--- src/rtl/mem_arb_pkg.sv ---
// Shared types for the instruction/data memory port arbiter.
package mem_arb_pkg;

    // Arbiter FSM: idle, or busy on behalf of fetch or data.
    typedef enum logic [1:0] {
        IDLE    = 2'd0,
        BUSY_IF = 2'd1,
        BUSY_D  = 2'd2
    } arb_state_e;

    // Which requester a grant goes to.
    typedef enum logic {
        OWN_IF = 1'b0,
        OWN_D  = 1'b1
    } owner_e;

    // Bits needed to count 0..max_streak inclusive.
    function automatic int streak_width(input int max_streak);
        return $clog2(max_streak + 1);
    endfunction

endpackage

--- src/rtl/mem_port_arbiter_starve_guard.sv ---
// Saturating count of consecutive data grants taken while fetch was waiting.
module starve_guard
    import mem_arb_pkg::*;
#(
    parameter int MAX_STREAK = 4
) (
    input  logic clk,
    input  logic rst,
    input  logic grant_d,
    input  logic grant_if,
    input  logic if_pending,
    output logic at_limit
);

    localparam int CW = streak_width(MAX_STREAK);
    localparam logic [CW-1:0] LIMIT = CW'(MAX_STREAK);

    logic [CW-1:0] streak_q;
    logic [CW-1:0] streak_d;

    // Next streak: grow only when data overtakes a waiting fetch.
    always_comb begin
        streak_d = streak_q;
        if (grant_if) begin
            streak_d = '0;
        end else if (grant_d) begin
            if (!if_pending) begin
                streak_d = '0;
            end else if (streak_q != LIMIT) begin
                streak_d = streak_q + CW'(1);
            end
        end
    end

    // Streak register.
    always_ff @(posedge clk or posedge rst) begin
        if (rst) begin
            streak_q <= '0;
        end else begin
            streak_q <= streak_d;
        end
    end

    assign at_limit = (streak_q == LIMIT);

endmodule

--- src/rtl/mem_port_arbiter.sv ---
// Shares one memory port between instruction fetch and the memory stage.
// Handshake: a requester holds req and payload until its *_valid pulse; the
// cycle that pulse is high its req is stale and never granted. mem_req and
// payload stay stable until mem_ready; mem_ready is ignored while idle.
module mem_port_arbiter
    import mem_arb_pkg::*;
#(
    parameter int ADDR_W     = 32,
    parameter int DATA_W     = 32,
    parameter int MAX_STREAK = 4
) (
    input  logic                clk,
    input  logic                rst,
    input  logic                if_req,
    input  logic [ADDR_W-1:0]   if_addr,
    output logic [DATA_W-1:0]   if_rdata,
    output logic                if_valid,
    input  logic                d_req,
    input  logic                d_we,
    input  logic [ADDR_W-1:0]   d_addr,
    input  logic [DATA_W-1:0]   d_wdata,
    input  logic [DATA_W/8-1:0] d_wstrb,
    output logic [DATA_W-1:0]   d_rdata,
    output logic                d_valid,
    output logic                mem_req,
    output logic                mem_we,
    output logic [ADDR_W-1:0]   mem_addr,
    output logic [DATA_W-1:0]   mem_wdata,
    output logic [DATA_W/8-1:0] mem_wstrb,
    input  logic                mem_ready,
    input  logic [DATA_W-1:0]   mem_rdata,
    output logic                stall_fetch,
    output logic                stall_mem
);

    localparam int STRB_W = DATA_W / 8;

    arb_state_e          state_q, state_d;
    logic                mem_req_q, mem_req_d;
    logic                mem_we_q, mem_we_d;
    logic [ADDR_W-1:0]   mem_addr_q, mem_addr_d;
    logic [DATA_W-1:0]   mem_wdata_q, mem_wdata_d;
    logic [STRB_W-1:0]   mem_wstrb_q, mem_wstrb_d;
    logic                if_valid_q, if_valid_d;
    logic                d_valid_q, d_valid_d;
    logic [DATA_W-1:0]   if_rdata_q, if_rdata_d;
    logic [DATA_W-1:0]   d_rdata_q, d_rdata_d;

    logic   if_cand;
    logic   d_cand;
    logic   at_limit;
    logic   grant_d;
    logic   grant_if;
    owner_e grant_own;

    // A requester completing this cycle still shows its old req; skip it.
    assign if_cand = if_req & ~if_valid_q;
    assign d_cand  = d_req & ~d_valid_q;

    // Grant decision in IDLE: data first unless fetch has waited too long.
    always_comb begin
        grant_d   = 1'b0;
        grant_if  = 1'b0;
        grant_own = OWN_IF;
        if (state_q == IDLE) begin
            if (d_cand && !(if_cand && at_limit)) begin
                grant_d   = 1'b1;
                grant_own = OWN_D;
            end else if (if_cand) begin
                grant_if  = 1'b1;
                grant_own = OWN_IF;
            end
        end
    end

    starve_guard #(
        .MAX_STREAK (MAX_STREAK)
    ) u_starve_guard (
        .clk        (clk),
        .rst        (rst),
        .grant_d    (grant_d),
        .grant_if   (grant_if),
        .if_pending (if_cand),
        .at_limit   (at_limit)
    );

    // Next-state and registered outputs: launch on grant, finish on mem_ready.
    always_comb begin
        state_d     = state_q;
        mem_req_d   = mem_req_q;
        mem_we_d    = mem_we_q;
        mem_addr_d  = mem_addr_q;
        mem_wdata_d = mem_wdata_q;
        mem_wstrb_d = mem_wstrb_q;
        if_valid_d  = 1'b0;
        d_valid_d   = 1'b0;
        if_rdata_d  = if_rdata_q;
        d_rdata_d   = d_rdata_q;
        case (state_q)
            IDLE: begin
                if (grant_d || grant_if) begin
                    mem_req_d = 1'b1;
                    if (grant_own == OWN_D) begin
                        state_d     = BUSY_D;
                        mem_we_d    = d_we;
                        mem_addr_d  = d_addr;
                        mem_wdata_d = d_wdata;
                        mem_wstrb_d = d_wstrb;
                    end else begin
                        state_d     = BUSY_IF;
                        mem_we_d    = 1'b0;
                        mem_addr_d  = if_addr;
                        mem_wdata_d = '0;
                        mem_wstrb_d = '0;
                    end
                end
            end
            BUSY_IF: begin
                if (mem_ready) begin
                    state_d    = IDLE;
                    mem_req_d  = 1'b0;
                    if_valid_d = 1'b1;
                    if_rdata_d = mem_rdata;
                end
            end
            BUSY_D: begin
                if (mem_ready) begin
                    state_d   = IDLE;
                    mem_req_d = 1'b0;
                    d_valid_d = 1'b1;
                    if (!mem_we_q) begin
                        d_rdata_d = mem_rdata;
                    end
                end
            end
            default: begin
                state_d   = IDLE;
                mem_req_d = 1'b0;
            end
        endcase
    end

    // State and output registers; reset abandons any transaction at once.
    always_ff @(posedge clk or posedge rst) begin
        if (rst) begin
            state_q     <= IDLE;
            mem_req_q   <= 1'b0;
            mem_we_q    <= 1'b0;
            mem_addr_q  <= '0;
            mem_wdata_q <= '0;
            mem_wstrb_q <= '0;
            if_valid_q  <= 1'b0;
            d_valid_q   <= 1'b0;
            if_rdata_q  <= '0;
            d_rdata_q   <= '0;
        end else begin
            state_q     <= state_d;
            mem_req_q   <= mem_req_d;
            mem_we_q    <= mem_we_d;
            mem_addr_q  <= mem_addr_d;
            mem_wdata_q <= mem_wdata_d;
            mem_wstrb_q <= mem_wstrb_d;
            if_valid_q  <= if_valid_d;
            d_valid_q   <= d_valid_d;
            if_rdata_q  <= if_rdata_d;
            d_rdata_q   <= d_rdata_d;
        end
    end

    assign mem_req     = mem_req_q;
    assign mem_we      = mem_we_q;
    assign mem_addr    = mem_addr_q;
    assign mem_wdata   = mem_wdata_q;
    assign mem_wstrb   = mem_wstrb_q;
    assign if_valid    = if_valid_q;
    assign d_valid     = d_valid_q;
    assign if_rdata    = if_rdata_q;
    assign d_rdata     = d_rdata_q;
    assign stall_fetch = if_req & ~if_valid_q;
    assign stall_mem   = d_req & ~d_valid_q;

endmodule

--- config.mk ---
export PLATFORM = sky130hd
export DESIGN_NAME = mem_port_arbiter
export DESIGN_NICKNAME = d
export VERILOG_FILES = /design/src/rtl/mem_arb_pkg.sv /design/src/rtl/mem_port_arbiter_starve_guard.sv /design/src/rtl/mem_port_arbiter.sv
export SDC_FILE = /design/constraint.sdc
export NUM_CORES = 1
export LEC_CHECK = 0
export BUFFER_PORTS_ARGS = -buffer_cell sky130_fd_sc_hd__buf_2
export CORE_ASPECT_RATIO = 1.4
export CORE_UTILIZATION = 47
export CTS_CLUSTER_DIAMETER = 30
export DETAILED_ROUTE_END_ITERATION = 10
export HOLD_SLACK_MARGIN = 0.15
export PLACE_DENSITY = 0.77
export SLEW_MARGIN = 20
export SYNTH_ARGS = -nofsm -noshare
export SYNTH_HDL_FRONTEND = slang
export SYNTH_SLANG_ARGS = --single-unit
--- constraint.sdc ---
create_clock -name clk -period 6.3 [get_ports clk]
set_clock_uncertainty 0.05 [all_clocks]
set_input_delay 1.26 -clock clk [delete_from_list [all_inputs] [get_ports clk]]
set_output_delay 1.26 -clock clk [all_outputs]
set_load 0.01 [all_outputs]
==> impl_metrics.toml, run 1 <==
[critical_path]
crit_arrival_ns = 2.59
path_cells = "buf_2 -> nand2b_4 -> inv_4 -> buf_2"
end_kind = "primary output"
cp_max_fo = 68
r2r_cells = 5
crit_slowest_cell = "nand2b_4"
worstSetupPathType = "in -> out"
start_kind = "primary input"
cp_common_cell = "buf_2"
crit_cells = 4
rr_endpoint = "mem_wdata[23]$_DFFE_PP0P_"
critPathRequiredTime_ns = 4.99
max_stage_delay_ns = 0.49
r2r_slack_ns = 2.92
r2r_start = "d_valid$_DFF_PP0_"
crit_family = "buffers and inverters"
path_buf_inv = 3
cp-startpoint = "d_req"
endpoint = "stall_mem"

[timing]
worst_slew_pin_slew_ns = 0.9280
fin_crit_ns = 3.901
period_share_pct = 61.92
maxSlewViolCount = 0
fmax_mhz = 256.3
rsz0062_at_grt = "false"
layout_setup_ws_ns = 2.399
hold_viol_final = 0
finalSetupTns_ns = 0
relSlewSlack_pct = 37.90
setup_viol = 0

[power]
swShare_pct = 35.11
power.density_mw_per_mm2 = 517.8
combPwrFrac_pct = 38.3
vdd_drop_max_v = 0.0002895
intPower_uw = 2754
p_clk_share_pct = 24.3
sequentialPowerShare_pct = 37.4
leakage_uw = 0.004265
power_uw = 4245
p_sw_uw = 1491

[global_route]
grt_max_degree = 95
overflow = 0
antenna_found_initial = 0
grt_pass1_wl_mm = 26.36
grt_pass1_vias = 5243
grt_usage_pct = 24.91

[clock_tree]
cts_max_level = 4
path_clk_slew_ns = 0.06
cts_setup_buffers = 0
ctsResizeCount = 0
clock_latency_ns = 0.40
cts_root_buf = "clkbuf_16"
cts_tree = "built"
clock_sinks = 141
cts_buffers = 17
cts_hold_buf = 0
clockBufferDepth = 2

[synth]
async_reset_ff_share_pct = 100.0
yosys.area.top_type_share_pct = 56.92
ys_ff_latch = 141
yosysSeqAreaShare_pct = 56.92
synth_edf_count = 0
syn_area_mm2 = 0.006198
ys_warn_count = 0
yosys_most_used_dff = "dfrtp_1"
synth_cells = 487
syn_area_per_cell_um2 = 12.73
ys_top_cells_by_area = "dfrtp_1 (57%), mux2_2 (11%), a22o_1 (5.4%)"
synthesis.nets = 630
ys_types = 33
yosysTopAreaCell = "dfrtp_1"

[cells_and_area]
antenna_cells = 0
area_growth_pct = 32.26
final_net_count = 886
drive_above_1_share_pct = 50.73
fillers = 1032

[place]
dpl.hpwl_mm = 11.80
place_congestion = 0.8140
numPortBuffers = 275
place_ws_ns = 2.441

[die]
core_mm2 = 0.01287
die_x_um = 99.06
die-area_mm2 = 0.01366
die_h_um = 137.9
start_util_pct = 48.14
ios = 276
rows = 49

[min_path]
hold_start = "d_rdata[16]$_DFFE_PP0P_"
hold_class = "reg -> reg"

[routing]
drt-vias-per-instance = 5.724
drc = 0
drt_iter0_markers = 274
vias = 5197
ant_nets = 0
drtPass1Iterations = 5
drt_wl_total_mm = 16.89
wl_per_cell_um = 18.60

[run_status]
status = "complete, no violations"

[run]
maxCapViolCount = 0
-- cells in the mapped netlist, drive strengths merged, types with 4 or more instances --
| master | n |
|---|---|
| ha | 5 |
| inv | 41 |
| and3b | 32 |
| dfrtp | 141 |
| buf | 18 |
| mux2 | 64 |
| a22oi | 32 |
| o21ai | 33 |
| a221oi | 32 |
| a22o | 38 |
| clkbuf | 27 |
| nand2b | 4 |
-- through the flow --
step / instances / hold slack [ns] / utilization, % / instance area [um2]
floorplan: 487 / 0.4363 / - / 6198
global placement: 877 / 0.4234 / 58.90 / 7584
detailed placement: 877 / 0.4350 / 58.90 / 7584
CTS: 908 / 0.4498 / 63.66 / 8197
global route: 908 / 0.4542 / 63.67 / 8198
finish: 908 / 0.4479 / 63.67 / 8198
-- sequential cells by signal (all words and copies together) (netlist names) --
| name | count |
|---|---|
| d_rdata | 32 |
| mem_we | 1 |
| d_valid | 1 |
| mem_wdata | 32 |
| if_rdata | 32 |
| u_starve_guard.streak_q | 3 |
| state_q | 2 |
| if_valid | 1 |
| mem_wstrb | 4 |
| mem_req | 1 |
| mem_addr | 32 |
-- cell usage in the layout, fill, tap and decap left out, types with 2 or more instances in the layout --
cell type / instances
o21ai_0: 32
clkinvlp_4: 4
and3b_1: 32
inv_1: 38
dfrtp_1: 141
clkbuf_16: 17
a221oi_1: 32
inv_6: 4
buf_4: 7
mux2_2: 63
a32o_1: 2
clkbuf_8: 2
buf_2: 275
nand2_1: 3
ha_1: 5
a211o_1: 2
nor4_1: 3
nand2b_1: 3
a22oi_1: 32
a22o_1: 38
bufinv_16: 3
-- power by group through the flow --
stage / clock network (uW) / registers [uW] / logic [uW]
6_report: 1030 / 1590 / 1630
5_1_grt: 1080 / 1640 / 1780
4_1_cts: 1050 / 1590 / 1640
3_5_place_dp: 0 / 1590 / 1640
3_3_place_gp: 0 / 1560 / 1570
2_1_floorplan: 0 / 1760 / 831
-- layer usage --
metal,up-vias,global-route usage (%),routed length (um)
met5,-,0,0
met4,0,9.232,297
met3,33,7.157,1323
met2,258,43.16,8880
met1,2589,29.57,6385
li1,2317,-,-
-- worst min-delay path by stage --
stage                                      endpoint  slack, ns  cells after the start
after floorplan              state_q[1]$_DFFE_PP0P_       0.44                      1
after detailed placement  mem_wdata[27]$_DFFE_PP0P_       0.43                      1
after global placement          mem_req$_DFFE_PP0P_       0.42                      1
after global routing        d_rdata[16]$_DFFE_PP0P_       0.45                      1
after CTS                 mem_wdata[10]$_DFFE_PP0P_       0.45                      1
final                       d_rdata[16]$_DFFE_PP0P_       0.45                      1
-- cells by family after synthesis --
family          count (synthesis)  synth area share (%)
flops                         141                 56.92
buf+inv                        86                 6.500
fa+ha+maj                       5                 1.009
simple gates                   48                 6.258
mux                            64                 11.63
compound gates                143                 17.68
-- layout make-up --
cell class	count	area [um2]	area share [%]
clock inverter	12	160.2	1.954
timing repair buffer	282	1429	17.43
clock buffer	19	452.9	5.525
sequential	141	3528	43.04
inverter	41	161.4	1.969
tap	153	191.4	2.335
multi-input combinational	260	2275	27.75
(Power assumes the default switching activity.)
==> run 2: changes to the inputs <==
- CORE_UTILIZATION: 47 -> 43
- PLACE_DENSITY: 0.77 -> 0.74
- clock period: 6.3 -> 3.3 ns (I/O delays scaled with it)
==> impl_metrics.toml, run 2 (synthesis gave the netlist of run 1 again) <==
[run_status]
status = "complete, no violations"

[critical_path]
cp_max_fo = 33
crit_arrival_ns = 1.74
r2r_start = "state_q[1]$_DFFE_PP0P_"
worstSetupPathType = "in -> out"
end_kind = "primary output"
cp-startpoint = "d_req"
critPathRequiredTime_ns = 2.59
start_kind = "primary input"

[routing]
drt_wl_total_mm = 16.39
drt-vias-per-instance = 5.338
vias = 5050
drt_iter0_markers = 226
wl_per_cell_um = 17.33
drtPass1Iterations = 4
ant_nets = 0
drc = 0

[clock_tree]
clock_sinks = 141
cts_buffers = 17
path_clk_slew_ns = 0.07
clock_latency_ns = 0.41
clockBufferDepth = 2
cts_setup_buffers = 0
cts_hold_buf = 0
cts_max_level = 4
ctsResizeCount = 0
cts_root_buf = "clkbuf_16"
cts_tree = "built"

[global_route]
grt_pass1_vias = 4973
met3_usage_pct = 7.588
met1_usage_pct = 25.62
grt_max_degree = 142
met2_usage_pct = 35.45
grt_usage_pct = 21.37
overflow = 0
grt_pass1_wl_mm = 24.54
busiest_layer = "met2"
antenna_found_initial = 1

[timing]
fin_crit_ns = 2.451
fmax_mhz = 408.0
hold_viol_final = 0
maxSlewViolCount = 0
period_share_pct = 74.27
rsz0062_at_grt = "false"
relSlewSlack_pct = 49.03
setup_viol = 0
finalSetupTns_ns = 0
worst_slew_pin_slew_ns = 0.7645

[place]
dp_cells = 913
place_congestion = 0.7777
placed_cell_area_mm2 = 0.007665
numPortBuffers = 275
dpl.hpwl_mm = 11.14

[power]
intPower_uw = 5170
power.density_mw_per_mm2 = 973.9
combPwrFrac_pct = 38.9
leakage_uw = 0.004268
p_sw_uw = 2870
swShare_pct = 35.70
p_clk_share_pct = 23.9
sequentialPowerShare_pct = 37.2
vdd_drop_max_v = 0.0004756

[die]
start_util_pct = 44.35
ios = 276
die_h_um = 144.1
die-area_mm2 = 0.01491
rows = 51
core_mm2 = 0.01397
die_x_um = 103.5

[cells_and_area]
drive_above_1_share_pct = 50.66
fin_cells = 946
final_design_area_no_fill_mm2 = 0.008255
area_growth_pct = 33.19
final_common_cell = "buf_2"
final_net_count = 890
final_cell_mix = "buf_2 (275), dfrtp_1 (141), mux2_2 (63), inv_1 (38), a22o_1 (38)"

[run]
maxCapViolCount = 0

[min_path]
hold_class = "in -> async"
==> run 2: cell count changes in the layout (fill, tap and decap cells not counted), sizes merged <==
cell      change
diode         +1
clkinvlp      +2
buf           +4
inv           +2
clkinv        -2
bufinv        -1
==> run 2: worst paths after layout <==
path | endpoint | slack, ns | depth (start not counted)
min in group clk | d_rdata[1]$_DFFE_PP0P_ | 0.42 | 2
setup / recovery | stall_mem | 0.85 | 4
setup reg to reg | mem_wdata[17]$_DFFE_PP0P_ | 1.17 | 6
hold reg to reg | d_rdata[1]$_DFFE_PP0P_ | 0.44 | 1
hold / removal | d_rdata[1]$_DFFE_PP0P_ | 0.39 | 3
max in group asynchronous | mem_wdata[14]$_DFFE_PP0P_ | 2.20 | 3
==> run 2: metrics by stage <==
| stage | utilization [%] | setup slack (ns) | hold slack (ns) | power (uW) |
|---|---|---|---|---|
| floorplan | - | 0.8269 | 0.4363 | 4940 |
| global placement | 54.85 | 0.9096 | 0.4236 | 6018 |
| detailed placement | 54.85 | 0.8833 | 0.4262 | 6160 |
| CTS | 59.06 | 0.8750 | 0.4029 | 8118 |
| global route | 59.06 | 0.7618 | 0.3976 | 8545 |
| finish | 59.07 | 0.8490 | 0.3923 | 8040 |
==> run 2: power groups by stage <==
stage          combinational (uW)  sequential (uW)  clock (uW)
4_1_cts                      3160             3000        1960
3_5_place_dp                 3160             3000           0
5_1_grt                      3420             3090        2030
3_3_place_gp                 3050             2970           0
6_report                     3120             2990        1920
2_1_floorplan                1590             3350           0
==> run 2: critical path: stages <==
cell and delay, ns:
buf_2 0.42, nand2b_4 0.31, inv_4 0.18, buf_2 0.15
==> run 2: cell type report <==
class	instances	area [um2]
Sequential cell	141	3528
Timing Repair Buffer	286	1471
Inverter	41	160.2
Tap cell	185	231.5
Antenna cell	1	2.502
Multi-Input combinational cell	260	2273
Clock buffer	19	432.9
Clock inverter	13	155.1
Fill cell	1173	5719
==> run 2: layer usage <==
layer | vias up | routed length (um)
li1 | 2323 | -
met4 | 0 | 210
met2 | 207 | 8376
met3 | 17 | 1374
met1 | 2503 | 6433
met5 | - | 0
==> run 3: changes to the inputs <==
- clock period: 3.3 -> 2.1 ns (I/O delays scaled with it)
==> impl_metrics.toml, run 3 (synthesis gave the netlist of run 1 again) <==
[clock_tree]
cts_setup_buffers = 0
cts_buffers = 17
ctsResizeCount = 0
clockBufferDepth = 2
cts_tree = "built"
path_clk_slew_ns = 0.06
clock_latency_ns = 0.40
clock_sinks = 141
cts_max_level = 4
cts_hold_buf = 1
cts_root_buf = "clkbuf_16"

[run_status]
status = "complete, no violations"

[critical_path]
critPathRequiredTime_ns = 1.63
cp-startpoint = "if_valid$_DFF_PP0_"
cp_max_fo = 6
r2r_cells = 6
path_cells = "nand2b_1 -> inv_1 -> buf_2"
r2r_slack_ns = 0.32
r2r_start = "u_starve_guard.streak_q[0]$_DFFE_PP0P_"
crit_arrival_ns = 1.49
start_kind = "flop"
crit_family = "buffers and inverters"
crit_slowest_cell = "dfrtp_1"
rr_endpoint = "mem_addr[16]$_DFFE_PP0P_"
path_buf_inv = 2
worstSetupPathType = "reg -> out"
end_kind = "primary output"
max_stage_delay_ns = 0.41

[die]
core_mm2 = 0.01397
rows = 51
die_x_um = 103.5
ios = 276
die_h_um = 144.1
start_util_pct = 44.35
die-area_mm2 = 0.01491

[timing]
maxSlewViolCount = 0
period_share_pct = 93.51
rsz0062_at_grt = "false"
setup_viol = 0
worst_slew_pin_slew_ns = 0.5354
finalSetupTns_ns = 0
fin_crit_ns = 1.964
fmax_mhz = 509.2
relSlewSlack_pct = 64.30
hold_viol_final = 0

[cells_and_area]
area_growth_pct = 35.49
finalCoreUtilization_pct = 60.09
final_net_count = 893
drive_above_1_share_pct = 50.85
final_common_cell = "buf_2"
final_cell_mix = "buf_2 (275), dfrtp_1 (141), mux2_2 (63), inv_1 (38), a22o_1 (38)"

[place]
dpl.hpwl_mm = 11.69
place_congestion = 0.8121
numPortBuffers = 275

[power]
vdd_drop_max_v = 0.0008187
p_clk_share_pct = 25.2
sequentialPowerShare_pct = 36.4
power.density_mw_per_mm2 = 1545
swShare_pct = 34.34
intPower_uw = 8518
p_sw_uw = 4455
combPwrFrac_pct = 38.4
leakage_uw = 0.004346

[run]
maxCapViolCount = 0

[routing]
drc = 0
wl_per_cell_um = 17.56
drtPass1Iterations = 4
drt_wl_total_mm = 16.65
vias = 5058
drt_iter0_markers = 235
ant_nets = 0
drt-vias-per-instance = 5.335

[global_route]
antenna_found_initial = 2
grt_pass1_wl_mm = 25.31
grt_pass1_vias = 5080
grt_usage_pct = 22.12
grt_max_degree = 86
overflow = 0

[min_path]
hold_depth = 2
hold_class = "in -> reg"
hold_start = "d_wstrb[0]"
min_to = "mem_wstrb[0]$_DFFE_PP0P_"
run 3: cell count changes in the layout (fill, tap and decap cells not counted), sizes merged:
cell,previous run,this run
clkbuf,19,17
inv,46,42
clkinvlp,6,2
diode,1,2
dlygate4sd3,0,1
buf,286,288
clkinv,0,5
bufinv,2,5
run 3: cell type report:
cell class / instances / area (um2)
Fill cell: 1105 / 5577
Inverter: 41 / 160.2
Clock inverter: 13 / 215.2
Sequential cell: 141 / 3528
Timing Repair Buffer: 289 / 1559
Antenna cell: 2 / 5.005
Clock buffer: 17 / 425.4
Multi-Input combinational cell: 260 / 2273
Tap cell: 185 / 231.5
run 3: worst max path at each step:
stage / end / slack [ns] / cells after the start
finish: stall_fetch / 0.14 / 3
global route: stall_fetch / 0.04 / 3
CTS: stall_fetch / 0.13 / 3
detailed placement: u_starve_guard.streak_q[0]$_DFFE_PP0P_ / 0.19 / 6
global placement: u_starve_guard.streak_q[0]$_DFFE_PP0P_ / 0.25 / 6
floorplan: d_rdata[0]$_DFFE_PP0P_ / -0.13 / 1
run 3: power groups by stage:
stage	registers (uW)	logic [uW]	clock network [uW]
floorplan	5270	2490	0
global placement	4670	4860	0
detailed placement	4730	5030	0
CTS	4730	5040	3330
global route	4890	5440	3460
finish	4730	4980	3270
run 3: per-layer routing:
layer	GRT usage, %	share of wire [%]	routed length (um)
met2	37.99	52	8664
met3	6.042	7.8	1301
met4	7.265	1.3	217
met5	0	0	0
met1	26.52	39	6462
run 3: worst reg2reg max path, delay by kind of cell, from the launching register on:
family / cells / cell delay, ns
buffers and inverters: 2 / 0.41
AOI/OAI and AO/OA: 2 / 0.33
DFF: 1 / 0.41
adders and majority gates: 1 / 0.19
and+or+nand+nor: 1 / 0.31
run 3: metrics by stage:
| stage | hold slack [ns] | std cells | setup slack, ns | area [um2] | total power [uW] |
|---|---|---|---|---|---|
| 6_report | 0.1831 | 948 | 0.1363 | 8398 | 12970 |
| 5_1_grt | 0.1661 | 947 | 0.03795 | 8396 | 13790 |
| 4_1_cts | 0.1639 | 946 | 0.1287 | 8393 | 13100 |
| 3_5_place_dp | 0.4254 | 915 | 0.1930 | 7742 | 9769 |
| 3_3_place_gp | 0.4253 | 915 | 0.2528 | 7742 | 9529 |
| 2_1_floorplan | 0.4363 | 487 | -0.1331 | 6202 | 7763 |
